===== config.mk =====
export PLATFORM = sky130hd
export DESIGN_NAME = shift_add_multiplier
export DESIGN_NICKNAME = d
export VERILOG_FILES = /design/src/rtl/mul_pkg.sv /design/src/rtl/adder_nbit.sv /design/src/rtl/shift_add_multiplier.sv
export SDC_FILE = /design/constraint.sdc
export NUM_CORES = 1
export LEC_CHECK = 0
export ABC_AREA = 1
export CAP_MARGIN = 25
export CORE_UTILIZATION = 60
export CTS_BUF_LIST = sky130_fd_sc_hd__clkbuf_4 sky130_fd_sc_hd__clkbuf_8 sky130_fd_sc_hd__clkbuf_16
export DETAILED_ROUTE_END_ITERATION = 8
export DONT_BUFFER_PORTS = 1
export PLACE_DENSITY = 0.75
export SLEW_MARGIN = 30
export SYNTH_ARGS = -nofsm -noshare
export SYNTH_HDL_FRONTEND = slang
export SYNTH_SLANG_ARGS = --single-unit

===== constraint.sdc =====
create_clock -name clk -period 3.7 [get_ports clk]
set_input_delay 0.37 -clock clk [delete_from_list [all_inputs] [get_ports clk]]
set_output_delay 0.37 -clock clk [all_outputs]
set_load 0.03 [all_outputs]

===== src/rtl/mul_pkg.sv =====
// Shared definitions for the shift-and-add multiplier: FSM state encoding,
// the default operand width and the full-adder cell used by the ripple adder.
package mul_pkg;

   localparam int MUL_WIDTH = 4;

   typedef enum logic [1:0] {
      ST_IDLE = 2'd0,
      ST_RUN  = 2'd1,
      ST_DONE = 2'd2
   } state_t;

   // One full-adder cell; returns {carry_out, sum}.
   function automatic logic [1:0] fullAdd(input logic x, input logic y, input logic cin);
      return {(x & y) | (cin & (x ^ y)), x ^ y ^ cin};
   endfunction

endpackage


===== src/rtl/adder_nbit.sv =====
// Parameterised combinational ripple-carry adder built from full-adder cells.
module adder_nbit
   import mul_pkg::*;
#(
   parameter int WIDTH = MUL_WIDTH
) (
   input  logic [WIDTH-1:0] a,
   input  logic [WIDTH-1:0] b,
   input  logic             c_in,
   output logic [WIDTH-1:0] sum,
   output logic             c_out
);

   logic [WIDTH:0] w_carry;

   // The carry ripples bit by bit inside one process so the chain stays a single comb cone.
   always_comb begin
      sum     = '0;
      w_carry = '0;
      w_carry[0] = c_in;
      for (int i = 0; i < WIDTH; i++) begin
         {w_carry[i+1], sum[i]} = fullAdd(a[i], b[i], w_carry[i]);
      end
   end

   assign c_out = w_carry[WIDTH];

endmodule


===== src/rtl/shift_add_multiplier.sv =====
// Sequential unsigned WIDTH x WIDTH multiplier: one shift-and-add partial
// product per clock, with a start/busy/done handshake.
module shift_add_multiplier
   import mul_pkg::*;
#(
   parameter int WIDTH = MUL_WIDTH
) (
   input  logic                 clk,
   input  logic                 rst_n,
   input  logic                 start,
   input  logic [WIDTH-1:0]     a,
   input  logic [WIDTH-1:0]     b,
   output logic                 busy,
   output logic                 done,
   output logic [2*WIDTH-1:0]   product
);

   localparam int               CNT_W      = $clog2(WIDTH) + 1;
   localparam logic [CNT_W-1:0] LAST_COUNT = CNT_W'(WIDTH - 1);

   state_t               r_state;
   state_t               w_stateNext;
   logic [WIDTH-1:0]     r_mcand;
   logic [2*WIDTH-1:0]   r_acc;
   logic [2*WIDTH-1:0]   r_product;
   logic [CNT_W-1:0]     r_count;
   logic [WIDTH-1:0]     w_addend;
   logic [WIDTH-1:0]     w_sum;
   logic                 w_carry;
   logic [2*WIDTH-1:0]   w_accNext;
   logic                 w_load;
   logic                 w_lastStep;

   assign w_addend = r_acc[0] ? r_mcand : '0;

   adder_nbit #(.WIDTH(WIDTH)) u_adder (
      .a     (r_acc[2*WIDTH-1:WIDTH]),
      .b     (w_addend),
      .c_in  (1'b0),
      .sum   (w_sum),
      .c_out (w_carry)
   );

   // The adder carry becomes the new MSB as the accumulator shifts right.
   assign w_accNext  = {w_carry, w_sum, r_acc[WIDTH-1:1]};
   assign w_load     = start && ((r_state == ST_IDLE) || (r_state == ST_DONE));
   assign w_lastStep = (r_state == ST_RUN) && (r_count == LAST_COUNT);

   always_ff @(posedge clk or negedge rst_n) begin
      if (!rst_n) begin
         r_state <= ST_IDLE;
      end else begin
         r_state <= w_stateNext;
      end
   end

   always_comb begin
      w_stateNext = r_state;
      case (r_state)
         ST_IDLE: if (start) w_stateNext = ST_RUN;
         ST_RUN:  if (w_lastStep) w_stateNext = ST_DONE;
         ST_DONE: w_stateNext = start ? ST_RUN : ST_IDLE;
         default: w_stateNext = ST_IDLE;
      endcase
   end

   always_comb begin
      busy = 1'b0;
      done = 1'b0;
      case (r_state)
         ST_RUN:  busy = 1'b1;
         ST_DONE: done = 1'b1;
         default: ;
      endcase
   end

   always_ff @(posedge clk or negedge rst_n) begin
      if (!rst_n) begin
         r_mcand   <= '0;
         r_acc     <= '0;
         r_count   <= '0;
         r_product <= '0;
      end else if (w_load) begin
         r_mcand <= a;
         r_acc   <= {{WIDTH{1'b0}}, b};
         r_count <= '0;
      end else if (r_state == ST_RUN) begin
         r_acc   <= w_accNext;
         r_count <= r_count + CNT_W'(1);
         if (w_lastStep) r_product <= w_accNext;
      end
   end

   assign product = r_product;

endmodule


==> impl_metrics.csv, run 1 <==
group,metric,value,unit
pwr,irDropWorstVdd,0.0005494,V
timing,fin_ws,1.387,ns
grt,grt_max_degree,26,
placement,hpwl,1550,um
clock_tree,cts_root_buffer,"clkbuf_4",
setup_path,rr_startpoint,"r_acc[0]",
timing,tns,0,ns
timing,relSlewSlack,64.07,%
run_status,status,"finished, final reports clean",
grt,grt.met1_usage,29.53,%
synth,ys_ff_latch,25,
clock_tree,clock_path_buffers,2,
cells_and_area,layout_common_cells,"59 x nand2_1, 25 x dfrtp_1, 15 x inv_1",
floorplanning,initial_utilization,65.82,%
timing,finalMaxSlewViolations,0,
cells_and_area,final_util,68.58,%
min_path,hold_path.class,"primary input to asynchronous set/reset pin",
setup_path,crit_path_start_kind,"register",
synth,netlist_instances,133,
placement,gp_congestion,0.7887,
detailed_routing,drt_wl_total,2010,um
synth,synth_area,1161,um2
floorplanning,dieArea,2115,um2
grt,busiest_layer,"met2",
pwr,swShare,47.38,%
setup_path,cp-startpoint,"r_acc[0]",
pwr,pwr-share-comb,38.0,%
floorplanning,boundaryPins,21,
pwr,power.density,886.7,nW/um2
flow_run,drv_cap,0,
grt,overflow,0,
synth,synth_cell_type_count,15,
floorplanning,die-width,45.99,um
setup_path,cpPeakStageDelay,0.49,ns
setup_path,end_kind,"register",
clock_tree,clock_latency,0.32,ns
detailed_routing,vias,820,
cells_and_area,nets,154,
setup_path,crit_type,"register to register",
floorplanning,rows,15,
timing,min_period,2.313,ns
pwr,seqPwrFrac,50.9,%
grt,gr-usage-met2,36.62,%
timing,fmax,432.4,MHz
synth,avgSynthCellArea,8.730,um2
setup_path,crit_path_cell_trace,"nand2_1 -> inv_1 -> ha_1 -> inv_1 -> fa_1 -> fa_1 -> fa_1 -> inv_1 -> nand2_1 -> o21ai_0",
timing,rsz0062_at_grt,"false",
pwr,leakagePower,0.6549,nW
clock_tree,htree_levels,1,
grt,grt_pass1_wl,3277,um
detailed_routing,avgViaCountPerCell,5.093,
setup_path,path_max_fanout,5,
clock_tree,post_cts_resized,0,
cells_and_area,drive_gt1_share,7.353,%
synth,syn_nets,150,
grt,antenna_found_initial,0,
cells_and_area,area_delta_synth_final,4.203,%
detailed_routing,drc,0,
detailed_routing,dr.pass1.iters,4,
detailed_routing,wire_per_inst,12.48,um
detailed_routing,antenna_left,0,
clock_tree,cts_sinks,25,
timing,finalSetupViolations,0,
pwr,pwr-share-clk,11.1,%
grt,grt_pass1_vias,764,
floorplanning,coreArea,1764,um2
cells_and_area,n_antenna_cell,0,
cells_and_area,layout_commonest_cell,"nand2_1",
synth,ys_seq_area_share,53.88,%
pwr,total_power,1.073,mW
timing,finalHoldViolations,0,
placement,dp_slack,1.411,ns
grt,grt_util_all_layers,22.54,%
setup_path,critPathArrivalTime,2.52,ns
clock_tree,cts_buffers,3,
timing,fin_worst_skew,0.006229,ns
pwr,p_int,564.5,uW
floorplanning,die_y,45.99,um
detailed_routing,drt_iter0_markers,27,
clock_tree,clk_pin_slew,0.13,ns
timing,max_slew.worst_pin.slew,0.5370,ns
synth,ys_warn_count,0,
clock_tree,cts_tree,"done",
setup_path,slowest_stage,"fa_1",
timing,timing.final.crit_share,62.50,%
pwr,p_sw,508.3,uW
placement,port_buffers,0,
setup_path,crit_required,3.91,ns
grt,grt_use_met3,3.175,%
-- sequential cells by signal, indices dropped and copies added (netlist names) --
register / flops
product: 8
r_state: 2
r_acc: 8
r_count: 3
r_mcand: 4
-- Yosys cell counts --
cell	count	area, um2
a21oi_1	1	5.000
ha_1	3	37.54
buf_4	2	15.01
o21ai_0	3	15.01
nand2_2	1	6.260
fa_1	3	60.06
nor2_4	2	22.52
nand2_1	59	221.5
dfrtp_1	25	625.6
nand2_4	1	11.26
nand3_1	11	55.05
nor2_1	3	11.26
o21ai_1	3	15.01
inv_1	15	56.30
inv_2	1	3.750
-- power by group through the flow --
stage          clock (mW)  combinational, mW  sequential [mW]
3_5_place_dp            0              0.406            0.552
3_3_place_gp            0              0.382            0.546
2_1_floorplan           0              0.338            0.530
5_1_grt             0.133              0.475            0.564
4_1_cts             0.123              0.413            0.546
6_report            0.119              0.407            0.546
-- layout make-up --
| cell class | count | area, um2 |
|---|---|---|
| inverter | 16 | 60.06 |
| tap | 25 | 31.28 |
| clock buffer | 3 | 22.52 |
| clock inverter | 1 | 5.005 |
| sequential | 25 | 625.6 |
| multi-input combinational | 90 | 460.4 |
| fill | 178 | 554.3 |
| timing repair buffer | 1 | 5.005 |
-- per-stage QoR --
stage	std cells	hold WS, ns	cell area (um2)
after floorplan	133	0.07441	1161
after detailed placement	156	0.07485	1177
after global routing	161	0.04072	1210
after CTS	161	0.1475	1215
final	161	0.002348	1210
after global placement	156	0.07492	1177
-- logic make-up after synthesis --
group                      share of synthesized area, %
and+or+nand+nor                                   28.23
DFF                                               53.88
buffers and inverters                             6.464
AOI/OAI and AO/OA                                 3.016
adders and majority gates                         8.406
-- critical path, delay by kind of cell, from the launching register on --
family	cells	cell delay [ns]
adder cells (fa/ha/maj)	4	1.39
flip-flops	1	0.44
buffers and inverters	3	0.16
AND/OR/NAND/NOR	2	0.13
AO/OA/AOI/OAI	1	0.09
-- repair_timing --
item	4_1_cts	5_1_grt
hold buffers	1	0
setup endpoints to repair	0	0
endpoints found under the hold margin	25	0
setup buffers	0	0
-- per-layer routing --
layer / wire length, um / up-vias
li1: - / 409
met1: 873 / 381
met2: 1015 / 25
met3: 82 / 5
met4: 38 / 0
met5: 0 / -
-- worst paths after layout --
| check | depth (start not counted) | to | slack (ns) |
|---|---|---|---|
| min | 1 | product[0] | 0.002 |
| max | 10 | r_acc[6] | 1.39 |
| max reg2reg | 10 | r_acc[6] | 1.39 |
| min reg2reg | 2 | r_mcand[2] | 0.49 |
| max in group asynchronous | 1 | r_mcand[0] | 3.35 |
| min in group clk | 2 | r_mcand[3] | 0.15 |
Power figures use the tool's default switching activity.
==> inputs of run 2 (changes only) <==
==> constraint.sdc (replaced) <==
create_clock -name clk -period 2.4 [get_ports clk]
set_input_delay 0.24 -clock clk [delete_from_list [all_inputs] [get_ports clk]]
set_output_delay 0.24 -clock clk [all_outputs]
set_load 0.03 [all_outputs]
==> impl_metrics.csv, run 2 (synthesis gave the netlist of run 1 again) <==
group,metric,value,unit
run_status,status,"finished, final reports clean",
clock_tree,cts_sinks,25,
placement,hpwl,1550,um
placement,port_buffers,0,
grt,grt_max_degree,26,
cells_and_area,layout_commonest_cell,"nand2_1",
timing,relSlewSlack,64.01,%
detailed_routing,drt_iter0_markers,37,
min_path,hold_start,"a[2]",
setup_path,endpoint,"r_acc[6]",
setup_path,reg2reg_depth,10,
clock_tree,cts_root_buffer,"clkbuf_4",
grt,grt_pass1_vias,764,
setup_path,r2r_slack,0.11,ns
setup_path,r2r_end,"r_acc[6]",
timing,min_period,2.287,ns
setup_path,rr_startpoint,"r_acc[0]",
grt,overflow,0,
detailed_routing,avgViaCountPerCell,5.079,
floorplanning,dieArea,2115,um2
cells_and_area,final_util,70.00,%
setup_path,cp-startpoint,"r_acc[0]",
detailed_routing,wire_per_inst,12.46,um
floorplanning,initial_utilization,65.82,%
cells_and_area,layout_common_cells,"59 x nand2_1, 25 x dfrtp_1, 15 x inv_1",
placement,gp_congestion,0.7887,
cells_and_area,nets,157,
detailed_routing,drc,0,
grt,grt_pass1_wl,3277,um
detailed_routing,drt_wl_total,2044,um
grt,antenna_found_initial,0,
pwr,p_int,890.7,uW
setup_path,end_kind,"register",
pwr,power.density,1363,nW/um2
pwr,irDropWorstVdd,0.0008466,V
timing,rsz0062_at_grt,"false",
setup_path,critPathArrivalTime,2.50,ns
floorplanning,boundaryPins,21,
pwr,pwr-share-comb,39.0,%
pwr,swShare,47.07,%
pwr,seqPwrFrac,49.9,%
cells_and_area,drive_gt1_share,8.633,%
timing,finalMaxSlewViolations,0,
grt,grt_util_all_layers,22.54,%
clock_tree,cts_tree,"done",
pwr,leakagePower,0.6689,nW
setup_path,crit_type,"register to register",
setup_path,path_max_fanout,4,
timing,max_slew.worst_pin.slew,0.5379,ns
detailed_routing,dr.pass1.iters,4,
clock_tree,clock_latency,0.32,ns
floorplanning,die-width,45.99,um
cells_and_area,area_delta_synth_final,6.357,%
pwr,p_sw,792.1,uW
timing,finalHoldViolations,0,
clock_tree,clk_pin_slew,0.13,ns
timing,timing.final.crit_share,95.27,%
setup_path,crit_required,2.61,ns
cells_and_area,n_antenna_cell,0,
floorplanning,die_y,45.99,um
floorplanning,coreArea,1764,um2
timing,finalSetupViolations,0,
timing,fin_worst_skew,0.005214,ns
clock_tree,htree_levels,1,
timing,tns,0,ns
clock_tree,clock_path_buffers,2,
flow_run,drv_cap,0,
pwr,pwr-share-clk,11.1,%
detailed_routing,antenna_left,0,
setup_path,crit_path_start_kind,"register",
floorplanning,rows,15,
timing,fmax,437.3,MHz
min_path,hold_path.class,"primary input to register",
detailed_routing,vias,833,
clock_tree,cts_buffers,3,
## run 2: worst min path at each step
stage | slack (ns) | end | cells after the start
final | 0.02 | r_mcand[2] | 2
after global routing | 0.02 | r_mcand[2] | 2
after CTS | 0.02 | r_mcand[2] | 2
after detailed placement | -0.06 | product[4] | 0
after global placement | -0.06 | product[6] | 0
after floorplan | -0.06 | product[0] | 0
## run 2: critical path, cell delays in order, from the launching register on
cell     delay [ns]
dfrtp_1        0.42
nand2_1        0.07
inv_1          0.06
ha_1           0.13
inv_1          0.05
fa_1           0.38
fa_1           0.39
fa_1           0.49
inv_1          0.05
nand2_1        0.05
o21ai_0        0.09
## run 2: power groups by stage
stage               combinational (mW)  clock, mW  sequential, mW
finish                           0.656      0.188           0.839
global route                     0.762      0.207           0.866
CTS                              0.636      0.190           0.842
detailed placement               0.627          0           0.852
global placement                 0.589          0           0.841
floorplan                        0.522          0           0.818
## run 2: timing repair
item	CTS	global route
hold buffers	1	1
resized for setup	0	0
setup endpoints to repair	0	1
buffers inserted	0	2
endpoints found under the hold margin	25	25
## run 2: final cells by class
cell class / count / area, um2
fillers: 174 / 529.3
well taps: 25 / 31.28
inverters: 16 / 60.06
repair buffers: 4 / 30.03
flip-flops and latches: 25 / 625.6
multi-input cells: 90 / 460.4
clock inverters: 1 / 5.005
clock buffers: 3 / 22.52
## run 2: layer usage
metal,track usage [%],share of wire (%),vias up
met1,29.53,47,390
met4,10.59,1.8,0
met3,3.175,3.4,5
li1,-,-,415
met5,0,0,-
met2,36.62,48,23
## run 2: stage by stage
stage	power (mW)	instances	worst slack, ns	area [um2]	hold WS, ns
after floorplan	1.339	133	0.2697	1161	-0.05559
after global placement	1.430	156	0.2374	1177	-0.05508
after detailed placement	1.478	156	0.1108	1177	-0.05515
after CTS	1.668	161	0.09233	1215	0.01753
after global routing	1.835	164	0.006130	1235	0.02470
final	1.683	164	0.1135	1235	0.01892
